--- src/rtl/wts_mixer_pkg.sv ---
// wts_mixer_pkg: shared FSM states, volume width and clog2 helper for the TDM mixer
package wts_mixer_pkg;
  typedef enum logic [1:0] {IDLE, ACCUM, FINISH} state_t;
  localparam int VOL_W = 4;
  function automatic int clog2(input int n);
    int r = 0;
    for (int v = n - 1; v > 0; v = v >> 1) r++;
    return r;
  endfunction
endpackage

--- src/rtl/wts_mixer_sat.sv ---
// wts_mixer_sat: arithmetic shift of an accumulator then saturation to OUT_W with clip flag
module wts_mixer_sat #(
  parameter int ACC_W = 15,
  parameter int OUT_W = 12,
  parameter int SHIFT = 2
) (
  input  logic signed [ACC_W-1:0] i_acc,
  output logic signed [OUT_W-1:0] o_out,
  output logic                    o_clip
);
  localparam logic signed [ACC_W-1:0] MAX = ACC_W'((64'sd1 <<< (OUT_W - 1)) - 64'sd1);
  localparam logic signed [ACC_W-1:0] MIN = ~MAX;
  logic signed [ACC_W-1:0] w_s;
  logic w_hi, w_lo;
  assign w_s = i_acc >>> SHIFT;
  assign w_hi = w_s > MAX;
  assign w_lo = w_s < MIN;
  assign o_clip = w_hi | w_lo;
  assign o_out = w_hi ? MAX[OUT_W-1:0] : w_lo ? MIN[OUT_W-1:0] : w_s[OUT_W-1:0];
endmodule

--- src/rtl/wts_mixer_tdm.sv ---
// wts_mixer_tdm: time-multiplexed stereo mixer, one channel multiply-accumulate per cycle
module wts_mixer_tdm
  import wts_mixer_pkg::*;
#(
  parameter int N_CH     = 5,
  parameter int SAMPLE_W = 8,
  parameter int OUT_W    = 12,
  parameter int SHIFT    = 2
) (
  input  logic                         clk,
  input  logic                         reset,
  input  logic                         frame_start,
  input  logic [N_CH*SAMPLE_W-1:0]     ch_sample,
  input  logic [N_CH*VOL_W-1:0]        ch_volume,
  input  logic [N_CH*2-1:0]            ch_enable,
  input  logic                         master_mute,
  output logic signed [OUT_W-1:0]      left_out,
  output logic signed [OUT_W-1:0]      right_out,
  output logic                         out_valid,
  output logic                         busy,
  output logic [1:0]                   clip,
  output logic                         overrun
);
  localparam int ACC_W = SAMPLE_W + VOL_W + clog2(N_CH) + 1;
  localparam int IDX_W = N_CH > 1 ? clog2(N_CH) : 1;
  localparam int P_W   = SAMPLE_W + VOL_W + 1;
  state_t r_state, w_next;
  logic [N_CH*SAMPLE_W-1:0] r_sample;
  logic [N_CH*VOL_W-1:0] r_volume;
  logic [N_CH*2-1:0] r_enable;
  logic r_mute, r_valid, r_overrun;
  logic [IDX_W-1:0] r_idx;
  logic signed [ACC_W-1:0] r_acc_l, r_acc_r;
  logic signed [OUT_W-1:0] r_left, r_right, w_sat_l, w_sat_r;
  logic [1:0] r_clip;
  logic [SAMPLE_W-1:0] w_smp;
  logic [VOL_W-1:0] w_vol;
  logic [1:0] w_en;
  logic signed [P_W-1:0] w_p;
  logic signed [ACC_W-1:0] w_pe;
  logic w_last, w_clip_l, w_clip_r, w_start;
  assign w_smp = r_sample[int'(r_idx)*SAMPLE_W +: SAMPLE_W];
  assign w_vol = r_volume[int'(r_idx)*VOL_W +: VOL_W];
  assign w_en = r_enable[int'(r_idx)*2 +: 2];
  // volume is unsigned, so it gets a zero sign bit before the signed multiply
  assign w_p = P_W'(signed'(w_smp)) * P_W'(signed'({1'b0, w_vol}));
  assign w_pe = ACC_W'(w_p);
  assign w_last = r_idx == IDX_W'(N_CH - 1);
  assign w_start = r_state == IDLE && frame_start;
  always_comb begin
    w_next = r_state;
    w_next = w_start ? ACCUM : (r_state == ACCUM && w_last) ? FINISH : (r_state == FINISH) ? IDLE : r_state;
  end
  wts_mixer_sat #(.ACC_W(ACC_W), .OUT_W(OUT_W), .SHIFT(SHIFT)) u_sat_l (
    .i_acc(r_acc_l), .o_out(w_sat_l), .o_clip(w_clip_l)
  );
  wts_mixer_sat #(.ACC_W(ACC_W), .OUT_W(OUT_W), .SHIFT(SHIFT)) u_sat_r (
    .i_acc(r_acc_r), .o_out(w_sat_r), .o_clip(w_clip_r)
  );
  always_ff @(posedge clk) begin
    if (reset) begin
      r_state <= IDLE;
      r_sample <= '0;
      r_volume <= '0;
      r_enable <= '0;
      r_mute <= 1'b0;
      r_idx <= '0;
      r_acc_l <= '0;
      r_acc_r <= '0;
      r_left <= '0;
      r_right <= '0;
      r_clip <= 2'b00;
      r_valid <= 1'b0;
      r_overrun <= 1'b0;
    end else begin
      r_state <= w_next;
      r_valid <= 1'b0;
      r_overrun <= frame_start && r_state != IDLE;
      if (w_start) begin
        r_sample <= ch_sample;
        r_volume <= ch_volume;
        r_enable <= ch_enable;
        r_mute <= master_mute;
        r_idx <= '0;
        r_acc_l <= '0;
        r_acc_r <= '0;
      end
      if (r_state == ACCUM) begin
        r_acc_l <= w_en[1] ? r_acc_l + w_pe : r_acc_l;
        r_acc_r <= w_en[0] ? r_acc_r + w_pe : r_acc_r;
        r_idx <= r_idx + IDX_W'(1);
      end
      if (r_state == FINISH) begin
        r_left <= r_mute ? '0 : w_sat_l;
        r_right <= r_mute ? '0 : w_sat_r;
        r_clip <= r_mute ? 2'b00 : {w_clip_l, w_clip_r};
        r_valid <= 1'b1;
      end
    end
  end
  assign left_out = r_left;
  assign right_out = r_right;
  assign out_valid = r_valid;
  assign clip = r_clip;
  assign overrun = r_overrun;
  assign busy = r_state != IDLE || r_valid;
endmodule

--- config.mk ---
export PLATFORM = sky130hd
export DESIGN_NAME = wts_mixer_tdm
export DESIGN_NICKNAME = d
export VERILOG_FILES = /design/src/rtl/wts_mixer_pkg.sv /design/src/rtl/wts_mixer_sat.sv /design/src/rtl/wts_mixer_tdm.sv
export SDC_FILE = /design/constraint.sdc
export NUM_CORES = 1
export LEC_CHECK = 0
export ABC_CLOCK_PERIOD_IN_PS = 13300
export CAP_MARGIN = 20
export CORE_ASPECT_RATIO = 1.2
export CORE_MARGIN = 3
export CORE_UTILIZATION = 35
export CTS_CLUSTER_SIZE = 25
export DETAILED_ROUTE_END_ITERATION = 10
export PLACE_DENSITY = 0.52
export SLEW_MARGIN = 20
export SYNTH_ARGS = -nofsm -noshare
export SYNTH_HDL_FRONTEND = slang
export SYNTH_HIERARCHICAL = 1
export SYNTH_SLANG_ARGS = --single-unit
export TNS_END_PERCENT = 1
--- constraint.sdc ---
create_clock -name clk -period 13.3 [get_ports clk]
set_clock_uncertainty 0.1 [all_clocks]
set_input_delay 2.66 -clock clk [delete_from_list [all_inputs] [get_ports clk]]
set_output_delay 2.66 -clock clk [all_outputs]
set_load 0.05 [all_outputs]
==> results of run 1 <==
==> cell usage in the layout (no fill, tap or decap), types with 13 or more instances in the layout <==
cell type	count
a21oi_1	120
inv_1	54
fa_1	19
a21o_1	14
clkdlybuf4s50_1	101
clkbuf_16	17
ha_1	56
a22o_1	27
a22oi_1	13
nand3_1	25
nand2_1	174
dfxtp_1	136
xnor2_1	15
a21boi_1	17
o21ai_0	25
o22ai_1	23
xor2_1	13
nor2_1	73
==> cells in the mapped netlist, drive strengths merged, types with 3 or more instances <==
| master | n |
|---|---|
| fa | 19 |
| or3 | 7 |
| o21bai | 7 |
| buf | 19 |
| nor4 | 4 |
| a21oi | 121 |
| o21ai | 25 |
| nor3 | 11 |
| nor2 | 76 |
| a31oi | 11 |
| mux4 | 11 |
| a211oi | 6 |
| xnor2 | 18 |
| mux2i | 5 |
| nand4 | 7 |
| o22ai | 23 |
| a22oi | 13 |
| o21a | 4 |
| ha | 56 |
| nand2b | 12 |
| a21boi | 23 |
| a21o | 14 |
| and2 | 3 |
| nor2b | 4 |
| or4 | 3 |
| inv | 55 |
| a22o | 27 |
| dfxtp | 136 |
| and3 | 7 |
| nand2 | 175 |
| nand3 | 26 |
| xor2 | 13 |
| clkbuf | 43 |
==> worst max-delay path: stages, from the launching register on <==
cell,delay [ns]
dfxtp_1,0.64
inv_1,0.36
nor3_2,0.73
a22oi_1,0.41
or2_2,0.40
inv_1,0.09
ha_1,0.25
fa_1,0.50
inv_1,0.05
fa_1,0.50
inv_1,0.04
ha_1,0.35
a21o_1,0.18
a211oi_1,0.21
nor2_1,0.07
a31oi_1,0.22
xnor2_2,0.29
ha_1,0.42
a21oi_1,0.17
o21bai_1,0.11
a21oi_1,0.18
o21ai_0,0.13
xnor2_1,0.16
or3_1,0.33
a31oi_1,0.16
==> final cells by class <==
cell class	instances	area, um^2
fillers	2309	12800
multi-input cells	746	4990
flip-flops and latches	136	2720
repair buffers	106	1050
clock buffers	17	425
well taps	310	388
inverters	55	209
clock inverters	15	179
==> logic make-up (layout without fill, tap and decap cells) <==
| family | count (synthesis) | count (layout) | synth area share [%] |
|---|---|---|---|
| AND/OR/NAND/NOR | 340 | 340 | 18.1 |
| XOR/XNOR | 31 | 31 | 3.71 |
| buffers and inverters | 117 | 193 | 6.54 |
| multiplexers | 17 | 17 | 3.80 |
| adder cells (fa/ha/maj) | 75 | 75 | 13.1 |
| AO/OA/AOI/OAI | 283 | 283 | 21.6 |
| flip-flops | 136 | 136 | 33.1 |
==> per-stage QoR <==
step           hold slack (ns)  cells  area [um^2]  setup WS, ns  utilization, %
2_1_floorplan            0.331    999         8230          7.34               -
6_report                 0.354   1385         9960          6.16            43.8
3_3_place_gp             0.341   1353         9350          6.22            41.1
4_1_cts                  0.354   1385         9960          6.11            43.8
5_1_grt                  0.374   1385         9960          5.69            43.8
3_5_place_dp             0.345   1353         9350          6.17            41.1
==> path summary, 6_finish.rpt <==
path	slack, ns	depth (start not counted)	end
setup / recovery	6.16	24	r_acc_l[15]
hold / removal	0.35	2	r_enable[7]
setup reg to reg	6.16	24	r_acc_l[15]
hold reg to reg	0.35	2	r_enable[7]
==> power by group <==
group          internal [W]  leakage, nW  switching (W)
clock network      0.000284        0.297       0.000204
registers          0.000422         1.11     0.00000999
logic             0.0000593         2.69      0.0000816
==> registers in the layout (all words and copies together) (netlist names) <==
name / flops
right_out: 12
r_mute: 1
r_state: 2
r_acc_r: 16
r_acc_l: 16
out_valid: 1
clip: 2
left_out: 12
r_volume: 20
r_enable: 10
r_sample: 40
overrun: 1
r_idx: 3
==> layer usage <==
metal / wire (um) / share of wire [%] / track usage [%] / up-vias
li1: - / - / - / 3617
met1: 9450 / 45 / 20.3 / 3157
met2: 10300 / 49 / 29.1 / 134
met3: 682 / 3.3 / 2.87 / 20
met4: 433 / 2.1 / 5.90 / 0
met5: 0 / 0 / 0 / -
==> qor.csv, run 1 <==
stage,metric,value,unit
floorplan,row count,60,
power_and_ir_drop,maximum VDD drop,0.0000876,V
place,gpl congestion,0.789,
critical_path,Critical Path Source,r_idx[2],
grt,largest net degree at the start of global routing,92,
place,IO buf count,102,
critical_path,maximum fanout along the worst path,13,
route,first-pass iteration count of the detailed router,4,
grt,initial antenna violation count,0,
grt,Overflow after GRT,0,
cells_and_area,# diodes,0,
synth,post-synth top area share,33.1,%
grt,gr usage total,16.6,%
clocking,CTS root buffer,clkbuf_16,
floorplan,IO Pins,103,
sta,minimum clock period,7.14,ns
synth,Yosys cell types,59,
route,ANT nets after route,0,
clocking,H-Tree Depth,4,
floorplan,Die H,174,um
synth,"Top FF cell, synth",dfxtp_1,
clocking,post-cts resize count,0,
sta,fmax,0.140,GHz
route,Via density,5.00,
run_status,outcome,"complete, no violations",
clocking,Clock Latency Late Sink,0.43,ns
floorplan,Placeable Area,22700,um^2
power_and_ir_drop,Leak,4.09,nW
clocking,CTS tree,done,
grt,vias in the first global route,6873,
route,wire per inst,15.0,um
critical_path,Reg-to-Reg Start,r_idx[2],
synth,Synth area leader,dfxtp_1,
critical_path,startpoint types,flip-flop,
synth,Avg Inst Size Synth,8.24,um^2
critical_path,worst endpoint data arrival time,7.39,ns
synth,Post-Syn Area,8230,um^2
route,# DRC,0,
place,Detailed Place HPWL,15400,um
route,vias post-DR,6928,
synth,largest cells by area after synthesis,"dfxtp_1, ha_1, nand2_1, a21oi_1, fa_1",
power_and_ir_drop,Pwr Total,0.00106,W
floorplan,Die Wd,146,um
clocking,clk buf depth,2,
clocking,clk sinks,136,
hold_path,worst hold path type,flip-flop to flip-flop,
route,WL final,20800,um
sta,Finish-stage setup viols,0,
sta,RSZ-0062 raised after global routing,no,
sta,post-route setup TNS,0,ns
cells_and_area,layout cells sized above 1,5.95,%
critical_path,CP endpoint kind,flip-flop,
clocking,Clock Pin Slew Worst Setup and Hold Paths,0.06,ns
clocking,cts bufs inserted,17,
synth,sequential-to-total area share from yosys stat,33.1,%
sta,Final Hold Viols,0,
cells_and_area,area delta synth->final,21.1,%
hold_path,hold path start,r_enable[7],
power_and_ir_drop,PD cells,107,nW/um^2
synth,Mapped Cells,999,
synth,Syn Nets,1148,
floorplan,Die Footprint,25400,um^2
clocking,CTS Hold Bufs,0,
synth,Ys Warns,6,
grt,first-pass GRT wire length,34600,um
critical_path,Worst EP required,13.56,ns
synth,fraction of registers with async set/reset,0,%
cells_and_area,Nets,1211,
synth,synthesis-stage register bit count,136,
sta,Rel. slew slack,34.1,%
clocking,postcts setup bufs,0,
sta,Slew @ Worst Pin,0.988,ns
route,initial DRC count,313,
synth,"EDFF count, synth",0,
critical_path,WS Path Type,flip-flop to flip-flop,
flow_run,maximum capacitance violations,0,
sta,final period utilization,53.7,%
sta,"Slew Viols, Final",0,
floorplan,initial core utilization,36.2,%
No activity file was read; power rests on OpenSTA's default activity.
==> run 2, diff against run 1 <==
Settings changed: ABC_CLOCK_PERIOD_IN_PS 13300 to 5800, PLACE_DENSITY 0.52 to 0.54.
Clock period 13.3 ns to 5.8 ns, I/O delays scaled along.
==> run 2 against run 1 <==
Compared with the run above:
- global-route usage hardly changed
- via count is 4.7% higher
- setup slack worse by 6.0 ns
- hold slack worse by 0.00083 ns
- critical path type unchanged
==> qor.csv, run 2 (synthesis results as in run 1) <==
stage,metric,value,unit
route,wire per inst,14.6,um
place,gpl congestion,0.857,
critical_path,worst path cell trace,buf_6 -> mux4_2 -> a22oi_2 -> buf_6 -> nor2_1 -> ha_1 -> fa_1 -> inv_1 -> fa_1 -> inv_2 -> ha_4 -> inv_1 -> o21bai_1 -> a21oi_2 -> xnor2_2 -> ha_1 -> a21o_1 -> a221o_1 -> a211oi_2 -> o21bai_2 -> nand4_1 -> a211oi_2 -> a311o_1,
run_status,outcome,"complete, no violations",
route,vias post-DR,7253,
critical_path,worst endpoint data arrival time,5.86,ns
grt,vias in the first global route,7025,
cells_and_area,Largest regs,"r_sample x40, r_volume x20",
flow_run,maximum capacitance violations,0,
cells_and_area,layout cells sized above 1,16.7,%
sta,fmax,0.177,GHz
cells_and_area,"commonest non-fill, non-tap cells in the layout","nand2_1, dfxtp_1, a21oi_1, clkdlybuf4s50_1, nor2_1",
critical_path,Worst EP required,6.01,ns
floorplan,Placeable Area,22700,um^2
place,Detailed Place HPWL,15700,um
floorplan,initial core utilization,36.2,%
critical_path,CP max-delay cell,fa_1,
cells_and_area,"Most flops, register",r_sample,
clocking,clk buf depth,2,
clocking,CTS Hold Bufs,0,
hold_path,worst hold path type,flip-flop to flip-flop,
power_and_ir_drop,maximum VDD drop,0.000188,V
critical_path,CP endpoint kind,flip-flop,
cells_and_area,max FFs per register,40,
sta,post-route setup TNS,0,ns
route,# DRC,0,
clocking,Clock Pin Slew Worst Setup and Hold Paths,0.06,ns
cells_and_area,# diodes,0,
place,IO buf count,102,
grt,largest net degree at the start of global routing,83,
place,pre-CTS setup slack,-0.0903,ns
sta,Slew @ Worst Pin,0.868,ns
sta,Rel. slew slack,42.1,%
critical_path,CP top delay family,adder cells,
critical_path,critical path buffer and inverter count,5,
route,first-pass iteration count of the detailed router,5,
sta,minimum clock period,5.65,ns
route,Via density,4.98,
sta,Final Hold Viols,0,
floorplan,Die Wd,146,um
clocking,cts bufs inserted,17,
floorplan,Die H,174,um
critical_path,WS Path Type,flip-flop to flip-flop,
route,initial DRC count,325,
cells_and_area,"most common cell after layout, fill and taps aside",nand2_1,
grt,initial antenna violation count,0,
critical_path,startpoint types,flip-flop,
floorplan,IO Pins,103,
clocking,clk sinks,136,
floorplan,Die Footprint,25400,um^2
clocking,H-Tree Depth,4,
clocking,CTS root buffer,clkbuf_16,
route,ANT nets after route,0,
clocking,CTS tree,done,
sta,final period utilization,97.5,%
critical_path,max incr delay on CP,0.55,ns
power_and_ir_drop,Pwr Total,0.00251,W
sta,"Slew Viols, Final",0,
floorplan,row count,60,
critical_path,maximum fanout along the worst path,6,
route,WL final,21300,um
cells_and_area,Nets,1282,
grt,gr usage total,16.6,%
sta,setup slack after layout,0.148,ns
power_and_ir_drop,PD cells,231,nW/um^2
grt,first-pass GRT wire length,35000,um
sta,Finish-stage setup viols,0,
clocking,Clock Latency Late Sink,0.43,ns
cells_and_area,area delta synth->final,31.7,%
grt,Overflow after GRT,0,
power_and_ir_drop,Leak,4.47,nW
cells_and_area,fillcell total,2232,
==> run 2: cell count changes in the layout (fill, tap and decap cells not counted), sizes merged <==
cell | before | now
buf | 5 | 76
clkinvlp | 1 | 3
inv | 65 | 60
clkbuf | 17 | 19
bufinv | 2 | 3
==> run 2: area by class of cell <==
class / instances / area, um^2 / area share [%]
clock buffer: 19 / 433 / 3.99
clock inverter: 13 / 169 / 1.56
inverter: 55 / 209 / 1.93
multi-input combinational: 746 / 5290 / 48.8
sequential: 136 / 2730 / 25.2
tap: 310 / 388 / 3.58
timing repair buffer: 177 / 1620 / 15.0
==> run 2: report_power, final <==
part	switching, W	internal [W]	leakage [nW]
logic	0.000204	0.000187	3.07
registers	0.0000219	0.000969	1.11
clock network	0.000442	0.000683	0.287
total	0.000668	0.00184	4.47
==> run 2: what timing repair did <==
action,4_1_cts,5_1_grt
setup endpoints to repair,7,11
buffers inserted,0,7
pin swaps,1,53
gates resized for setup,7,59
==> run 2: through the flow <==
step | instance area (um^2) | std cells | hold slack [ns] | util (%)
4_1_cts | 10500 | 1449 | 0.353 | 46.1
3_5_place_dp | 9870 | 1417 | 0.344 | 43.4
2_1_floorplan | 8250 | 999 | 0.331 | -
3_3_place_gp | 9850 | 1416 | 0.340 | 43.3
5_1_grt | 10800 | 1456 | 0.367 | 47.6
6_report | 10800 | 1456 | 0.353 | 47.6
==> run 2: final timing paths <==
check,end,slack [ns],from,cells past startpoint
min reg2reg,r_sample[24],0.35,r_sample[24],2
max,r_acc_r[15],0.15,r_idx[0],23
min,r_sample[24],0.35,r_sample[24],2
max reg2reg,r_acc_r[15],0.15,r_idx[0],23
==> run 2: per-layer routing <==
metal  global-route usage [%]  vias to the layer above  wire [um]
li1                         -                     3755          -
met1                     20.9                     3337       9420
met2                     28.7                      139      10700
met3                     3.34                       22        797
met4                     4.71                        0        400
met5                        0                        -          0
==> run 2: worst min-delay path: stages (launching register included) <==
cell and delay, ns:
dfxtp_1 0.30, nand2_1 0.05, a21oi_1 0.05
